File: src/rtl/burst_scheduler_pkg.sv
// burst_scheduler_pkg: shared FSM encodings and counter width for the burst scheduler
package burst_scheduler_pkg;
    localparam int CNT_W = 3;
    typedef enum logic [1:0] {
        IDLE = 2'b00,
        RUN  = 2'b01,
        DONE = 2'b10
    } state_t;
endpackage

File: src/rtl/burst_scheduler_if.sv
// burst_scheduler_if: requester-side request/length inputs and scheduler status outputs
interface burst_scheduler_if;
    import burst_scheduler_pkg::*;
    logic [1:0]       req;
    logic [CNT_W-1:0] len0;
    logic [CNT_W-1:0] len1;
    logic [1:0]       grant;
    logic             tick;
    logic [CNT_W-1:0] count;
    logic [1:0]       done;
    logic             busy;
    modport master (output req, len0, len1, input grant, tick, count, done, busy);
    modport slave  (input req, len0, len1, output grant, tick, count, done, busy);
endinterface

File: src/rtl/burst_scheduler_tick_counter.sv
// tick_counter: shared counter with synchronous clear, enable and hold
module tick_counter
    import burst_scheduler_pkg::*;
(
    input  logic             clk,
    input  logic             rst,
    input  logic             clr,
    input  logic             en,
    output logic [CNT_W-1:0] count
);
    logic [CNT_W-1:0] count_q, count_d;
    always_comb count_d = clr ? '0 : en ? count_q + 1'b1 : count_q;
    always_ff @(posedge clk) begin
        if (rst) count_q <= '0;
        else     count_q <= count_d;
    end
    assign count = count_q;
endmodule

File: src/rtl/burst_scheduler.sv
// burst_scheduler: round-robin owner of a shared tick counter, running one len+1 tick burst per grant
module burst_scheduler
    import burst_scheduler_pkg::*;
(
    input  logic             clk,
    input  logic             rst,
    burst_scheduler_if.slave bus
);
    state_t           state_q, state_d;
    logic [1:0]       grant_q, grant_d;
    logic             win_q, win_d;
    logic             last_q, last_d;
    logic [CNT_W-1:0] len_q, len_d;
    logic [CNT_W-1:0] cnt;
    logic             sel;
    // with both requesting, the one not served last wins; otherwise the lone requester
    assign sel = (bus.req == 2'b11) ? ~last_q : bus.req[1];
    always_comb begin
        state_d = state_q;
        grant_d = grant_q;
        win_d   = win_q;
        last_d  = last_q;
        len_d   = len_q;
        case (state_q)
            IDLE: begin
                grant_d = 2'b00;
                if (bus.req != 2'b00) begin
                    win_d   = sel;
                    len_d   = sel ? bus.len1 : bus.len0;
                    grant_d = sel ? 2'b10 : 2'b01;
                    state_d = RUN;
                end
            end
            RUN: begin
                if (cnt == len_q) begin
                    grant_d = 2'b00;
                    state_d = DONE;
                end
            end
            DONE: begin
                last_d  = win_q;
                state_d = IDLE;
            end
            default: begin
                grant_d = 2'b00;
                state_d = IDLE;
            end
        endcase
    end
    always_ff @(posedge clk) begin
        if (rst) begin
            state_q <= IDLE;
            grant_q <= 2'b00;
            win_q   <= 1'b0;
            last_q  <= 1'b1;
            len_q   <= '0;
        end else begin
            state_q <= state_d;
            grant_q <= grant_d;
            win_q   <= win_d;
            last_q  <= last_d;
            len_q   <= len_d;
        end
    end
    // count holds at burst_len through DONE and clears on the way back to IDLE
    tick_counter u_cnt (
        .clk   (clk),
        .rst   (rst),
        .clr   (state_q != RUN),
        .en    (state_q == RUN && cnt != len_q),
        .count (cnt)
    );
    assign bus.count = cnt;
    assign bus.grant = grant_q;
    assign bus.tick  = state_q == RUN;
    assign bus.done  = (state_q == DONE) ? (win_q ? 2'b10 : 2'b01) : 2'b00;
    assign bus.busy  = state_q != IDLE;
endmodule

File: src/flat_wrapper.sv
// flat-port wrapper written by rule: the top's interface ports become plain ports
module burst_scheduler_flat import burst_scheduler_pkg::*;
  (clk, rst, bus_req, bus_len0, bus_len1, bus_grant, bus_tick, bus_count, bus_done, bus_busy);
  burst_scheduler_if bus_i ();
  input  logic clk;
  input  logic rst;
  input wire logic [$bits(bus_i.req)-1:0] bus_req;
  input wire logic [$bits(bus_i.len0)-1:0] bus_len0;
  input wire logic [$bits(bus_i.len1)-1:0] bus_len1;
  output wire logic [$bits(bus_i.grant)-1:0] bus_grant;
  output wire logic [$bits(bus_i.tick)-1:0] bus_tick;
  output wire logic [$bits(bus_i.count)-1:0] bus_count;
  output wire logic [$bits(bus_i.done)-1:0] bus_done;
  output wire logic [$bits(bus_i.busy)-1:0] bus_busy;
  assign bus_i.req = bus_req;
  assign bus_i.len0 = bus_len0;
  assign bus_i.len1 = bus_len1;
  assign bus_grant = bus_i.grant;
  assign bus_tick = bus_i.tick;
  assign bus_count = bus_i.count;
  assign bus_done = bus_i.done;
  assign bus_busy = bus_i.busy;
  burst_scheduler u_core (.clk(clk), .rst(rst), .bus(bus_i));
endmodule
File: config.mk
export PLATFORM = sky130hd
export DESIGN_NAME = burst_scheduler_flat
export DESIGN_NICKNAME = d
export VERILOG_FILES = /design/src/rtl/burst_scheduler_pkg.sv /design/src/rtl/burst_scheduler_if.sv /design/src/rtl/burst_scheduler_tick_counter.sv /design/src/rtl/burst_scheduler.sv /design/src/flat_wrapper.sv
export SDC_FILE = /design/constraint.sdc
export NUM_CORES = 1
export LEC_CHECK = 0
export CAP_MARGIN = 20
export CELL_PAD_IN_SITES_DETAIL_PLACEMENT = 1
export CELL_PAD_IN_SITES_GLOBAL_PLACEMENT = 2
export CORE_MARGIN = 2
export CORE_UTILIZATION = 30
export CTS_CLUSTER_SIZE = 16
export DETAILED_ROUTE_END_ITERATION = 8
export DONT_BUFFER_PORTS = 1
export HOLD_SLACK_MARGIN = 0.03
export PLACE_DENSITY = 0.78
export SETUP_SLACK_MARGIN = 0.2
export SYNTH_ARGS = -nofsm -noshare
export SYNTH_HDL_FRONTEND = slang
export SYNTH_HIERARCHICAL = 1
export SYNTH_SLANG_ARGS = --single-unit
File: constraint.sdc
create_clock -name clk -period 1.3 [get_ports clk]
set_clock_uncertainty 0.1 [all_clocks]
set_input_delay 0.195 -clock clk [delete_from_list [all_inputs] [get_ports clk]]
set_output_delay 0.195 -clock clk [all_outputs]
set_load 0.05 [all_outputs]
==> summary.txt, run 1 <==
Finish
  • Area grow syn2layout: 82.6%
  • Final #Nets: 103
  • Antenna diode count: 0
  • Final Core Density: 56.7%
  • Share of layout cells above drive strength 1: 63.7%

Setup path
  • Slowest cell on crit path: dfxtp_4
  • Top delay family on crit path: flip-flops
  • Crit path cell chain: xor2_2 -> o31ai_2 -> inv_2 -> buf_6 -> xnor2_4 -> nor2_1
  • Crit path DAT: 1.60 ns
  • Critical path capture point type: register
  • Critical path class: reg2reg
  • Worst path bufs/invs: 2
  • Worst setup SP type: register
  • Setup slack, reg-to-reg: -0.23 ns
  • Worst-path maximum fanout: 4
  • Critical path required time: 1.37 ns
  • Worst path max stage delay: 0.37 ns

Pwr
  • Sw Share: 36.6%
  • Power share of the sequential group: 37.5%
  • Peak VDD IR: 0.000783 V
  • Int Power: 761 uW
  • Pwr dens: 1110 mW/mm^2
  • Comb power frac: 41.9%
  • Pleak: 0.000413 uW
  • Tot Pwr: 1200 uW
  • Psw: 440 uW
  • Clock share of power: 20.6%

Logic synthesis
  • Area share of the largest cell type after synthesis: 40.7%
  • Gate Count Post-Synth: 64
  • Number of synthesis warnings: 6
  • Most frequent cells after synthesis: 12 x dfxtp_1, 6 x a21oi_1, 6 x nor2_1
  • EDFF count, synth: 0
  • Most frequent cell after synthesis: dfxtp_1
  • Synth area leaders: dfxtp_1 41%, mux2i_1 6.8%, a21oi_1 5.1%
  • Synth Register Bits: 12
  • Sequential area share after synthesis: 40.7%
  • Avg Inst Size Synth: 9.23 um^2
  • Area of the mapped netlist: 591 um^2
  • Asr flop ratio synth: 0%
  • Unique masters post-synth: 27
  • Dominant cell type by area after synthesis: dfxtp_1
  • Most used DFF post-synth: dfxtp_1
  • Syn nets: 75

Timing
  • Final Max Slew Viols: 0
  • Max_slew headroom: 73.2%
  • Period minus WS final: 1.53 ns
  • Final setup violation count: 10
  • Max frequency: 654 MHz
  • RSZ-0062 raised after global routing: yes
  • Slew @ Worst Pin: 0.400 ns
  • Hold Worst Slack: 0.0480 ns
  • Final hold vios: 0
  • Final setup margin: -0.230 ns
  • Final Cycle Share: 118%

Drt
  • Drt pass-1 iters: 4
  • DR DRC count: 0
  • DR iter-0 viols: 11
  • Antenna viol nets, final: 0
  • Detailed-route via count: 588
  • Via-to-Cell Ratio: 4.98
  • Wire length per cell: 16.6 um
  • Detailed Route WL: 1.96 mm

Placed design
  • Worst slack, placed: -0.116 ns
  • GPL Wtd Cong: 0.688
  • I/O Buffers: 0
  • Post-detail-place hpwl: 1.16 mm

Floorplan
  • Core box area: 0.00190 mm^2
  • Die ar.: 0.00234 mm^2
  • Initial core utilization: 31.1%
  • Die Wd: 48.4 um
  • IO Count: 19
  • Row Count: 16
  • DIE HEIGHT: 48.4 um

Hold path
  • Min-Delay Path Class: in2reg

Clock network
  • CTS sink count: 12
  • Clk buf depth: 2
  • H-tree levels: 1
  • Clock latency on the worst-skew pair: 0.27 ns
  • Total CTS buffers: 3
  • Reg clk slew, reported paths: 0.09 ns
  • CTS tree: done
  • CTS root buf: clkbuf_4

Global route
  • First-pass GRT wire length: 2.58 mm
  • Aggregate global routing overflow: 0
  • Gr usage total: 14.2%
  • Initial antenna violation count: 0
  • Largest net degree at the start of global routing: 11
  • Vias in the first global route: 547

Run
  • Maxcap violations: 0

Outcome
  • Failing checks: setup timing
  • Status: finished, violations left
==> registers in the layout, indices dropped and copies added (netlist names) <==
register,flops
u_core/bus.grant,2
u_core/last_q,1
u_core/len_q,3
u_core/state_q,2
u_core/u_cnt/count,3
u_core/win_q,1
==> kinds of logic after synthesis <==
group	after synthesis	share of synthesized area [%]
flops	12	40.7
fa+ha+maj	1	2.12
mux	4	6.78
simple gates	21	18.6
xor+xnor	4	5.93
buf+inv	4	3.18
compound gates	18	22.7
==> worst paths after layout <==
| path | startpoint | end | cells after the start |
|---|---|---|---|
| worst max-delay path | u_core/u_cnt/count[1] | u_core/u_cnt/count[0] | 6 |
| worst min-delay path | rst | u_core/u_cnt/count[2] | 2 |
| worst max register to register | u_core/u_cnt/count[1] | u_core/u_cnt/count[0] | 6 |
| worst min register to register | u_core/bus.grant[0] | u_core/bus.grant[0] | 2 |
==> power by group through the flow <==
stage	sequential (uW)	combinational, uW	clock, uW
2_1_floorplan	459	196	0
3_3_place_gp	439	314	0
3_5_place_dp	440	323	0
4_1_cts	441	366	252
5_1_grt	457	530	268
6_report	451	503	248
==> cell usage in the layout, fill, tap and decap left out, types with 4 or more instances in the layout <==
| cell type | n |
|---|---|
| buf_8 | 4 |
| dfxtp_4 | 7 |
| buf_6 | 9 |
| buf_4 | 9 |
| nor2_1 | 4 |
| mux2i_1 | 4 |
==> timing repair <==
action	CTS	global route
gates resized for setup	23	25
endpoints found under the setup margin	21	19
setup buffers	2	7
endpoints found under the hold margin	9	9
pin swaps	10	12
==> area by class of cell <==
cell class | instances | area [um^2]
Multi-Input combinational cell | 48 | 475
Inverter | 3 | 15.0
Clock buffer | 4 | 26.3
Timing Repair Buffer | 24 | 259
Sequential cell | 12 | 269
Fill cell | 207 | 823
Tap cell | 27 | 33.8
==> metal layers <==
metal,wire length (um),GRT usage [%]
met1,842,17.9
met2,1030,24.5
met3,59,2.78
met4,27,4.29
met5,0,0
==> per-stage QoR <==
step / setup TNS [ns] / area [um^2] / std cells
floorplan: -0.335 / 648 / 64
CTS: -0.763 / 891 / 110
global placement: -0.271 / 779 / 104
detailed placement: -0.517 / 779 / 104
global route: -1.64 / 1080 / 118
finish: -1.20 / 1080 / 118
Power figures use the tool's default switching activity.
==> run 2: changes to the inputs <==
CORE_UTILIZATION = 23   (was 30)
DONT_BUFFER_PORTS = default   (was 1)
PLACE_DENSITY = 0.81   (was 0.78)
==> run 2 against run 1 <==
Effect of this change:
- clock power increased by 2%
- critical endpoint is now bus_tick
- cell count rose by 19%
- non-clock buffer count is 19 higher
- the run still ends with setup timing left
- fmax up 5.4%
==> summary.txt, run 2 (synthesis gave the netlist of run 1 again) <==
Outcome
  • Status: finished, violations left
  • Failing checks: setup timing

Clock network
  • CTS tree: done
  • H-tree levels: 1 (unchanged)
  • Hold Buf Count CTS: 0
  • Clk buf depth: 2 (unchanged)
  • CTS root buf: clkbuf_4
  • CTS sink count: 12 (unchanged)
  • Clock latency on the worst-skew pair: 0.28 ns (about the same)
  • Total CTS buffers: 3 (unchanged)
  • Reg clk slew, reported paths: 0.08 ns (about the same)

Timing
  • Period minus WS final: 1.45 ns (-0.0784 ns)
  • Final setup margin: -0.151 ns (+0.0784 ns)
  • Final Max Slew Viols: 0 (unchanged)
  • Final hold vios: 0 (unchanged)
  • Slew @ Worst Pin: 0.251 ns (-0.149 ns)
  • RSZ-0062 raised after global routing: yes
  • Final setup violation count: 11 (+1)
  • Final Cycle Share: 112% (-6.0 points)
  • Max_slew headroom: 83.2% (+10 points)
  • Setup TNS: -0.923 ns (+0.274 ns)
  • Max frequency: 689 MHz (+5.4%)

Setup path
  • Launch point of the worst reg-to-reg path: u_core/u_cnt/count[1]
  • Critical path class: reg2out
  • Slowest cell on crit path: dfxtp_4
  • Critical path required time: 1.00 ns (-0.37 ns)
  • FF-to-FF End: u_core/u_cnt/count[2]
  • Worst-path maximum fanout: 5 (+1)
  • Setup slack, reg-to-reg: -0.14 ns (+0.09 ns)
  • Top delay family on crit path: flip-flops
  • R2R depth: 5 (-1)
  • Worst path max stage delay: 0.38 ns (about the same)
  • Crit path cell chain: nand2b_4 -> clkinvlp_4 -> buf_6 -> buf_12
  • Critical path capture point type: output pin
  • Crit path DAT: 1.16 ns (-0.44 ns)
  • CP startpoint: u_core/state_q[1]
  • Worst path bufs/invs: 3 (+1)
  • Worst setup SP type: register

Drt
  • Via-to-Cell Ratio: 4.72 (-5.3%)
  • Detailed Route WL: 1.91 mm (-2.6%)
  • Detailed-route via count: 661 (+12%)
  • DR DRC count: 0 (unchanged)
  • DR iter-0 viols: 5 (-6)
  • Wire length per cell: 13.7 um (-18%)
  • Antenna viol nets, final: 0 (unchanged)
  • Drt pass-1 iters: 2 (-2)

Hold path
  • Hold Crit Depth: 4 (+2)
  • Min-Delay Path Class: in2reg
  • Min-delay src: bus_req[1]
  • Worst-case hold path end point: u_core/win_q

Global route
  • Initial antenna violation count: 0 (unchanged)
  • Gr usage total: 15.0% (+0.77 points)
  • Aggregate global routing overflow: 0 (unchanged)
  • Vias in the first global route: 661 (+21%)
  • Largest net degree at the start of global routing: 8 (-3)
  • First-pass GRT wire length: 3.02 mm (+17%)

Placed design
  • GPL Wtd Cong: 0.721 (+4.9%)
  • I/O Buffers: 18 (+18)
  • Post-detail-place hpwl: 1.37 mm (+18%)

Finish
  • Antenna diode count: 0 (unchanged)
  • Share of layout cells above drive strength 1: 62.7% (-1.0 points)
  • Most frequent cells in the layout: 18 x buf_4, 8 x buf_12, 8 x buf_6
  • Multi-input gate area: 467 um^2 (-1.8%)
  • Commonest non-fill, non-tap cell in the layout: buf_4
  • Seq. cell area: 269 um^2 (unchanged)
  • Area grow syn2layout: 118%
  • Layout fillers: 278 (+34%)
  • Final #Nets: 122 (+18%)

Floorplan
  • DIE HEIGHT: 54.7 um (+13%)
  • Row Count: 18 (+2)
  • Die Wd: 54.7 um (+13%)
  • Die ar.: 0.00299 mm^2 (+28%)
  • IO Count: 19 (unchanged)
  • Core box area: 0.00245 mm^2 (+29%)
  • Initial core utilization: 24.1% (-7.0 points)

Pwr
  • Pwr dens: 971 mW/mm^2 (-13%)
  • Tot Pwr: 1250 uW (+4.1%)
  • Peak VDD IR: 0.000610 V (-22%)
  • Pleak: 0.000511 uW (+24%)

Run
  • Maxcap violations: 0 (unchanged)
==> run 2: cell count changes in the layout (fill, tap and decap cells not counted), moves of 2 or more <==
cell	previous run	this run
buf_8	4	0
dlygate4sd2_1	0	2
clkdlybuf4s50_1	0	7
nor2_2	0	2
buf_4	9	18
buf_12	1	8
==> run 2: per-stage QoR <==
stage	setup WS [ns]	util [%]	area (um^2)	instances	hold WS, ns
after floorplan	-0.148	-	648	64	0.280
after global placement	-0.261	41.2	1010	121	0.413
after detailed placement	-0.310	41.2	1010	121	0.426
after CTS	-0.116	49.0	1200	134	0.387
after global routing	-0.204	52.4	1290	140	0.394
final	-0.151	52.4	1290	140	0.370
==> run 2: tightest hold or removal path: cells and delay by family <==
kind            cells  cell delay [ns]
buf+inv             1             0.24
compound gates      2             0.20
simple gates        1             0.07
==> run 2: how the worst max path moves through the flow <==
stage	cells past startpoint	to
after floorplan	6	u_core/u_cnt/count[2]
after global placement	4	u_core/bus.grant[0]
after detailed placement	4	u_core/bus.grant[0]
after CTS	3	bus_busy
after global routing	4	bus_tick
final	4	bus_tick
==> run 2: final cells by class <==
cell class,instances,share of cell area (%)
repair buffers,43,36.7
multi-input cells,48,36.2
flip-flops and latches,12,20.9
well taps,30,2.92
clock buffers,4,2.04
inverters,3,1.17
==> run 2: routing by layer <==
metal,part of all wire [%],track usage (%)
met5,0,0
met3,4.1,4.10
met2,54,25.8
met1,40,17.2
met4,1.2,6.25
==> run 2: what timing repair did <==
action                     CTS  global route
gates cloned                 0             0
setup buffers                9             6
setup endpoints to repair   21            21
resized for setup           26             9
hold endpoints to repair     0             0
pin swaps                    7             6
==> run 2: report_power, final <==
group          leakage [uW]  total (uW)  internal, uW  switching [uW]
sequential         0.000104         448           399            49.0
clock             0.0000150         253           119             134
combinational      0.000392         550           287             263
total              0.000511        1250           805             446
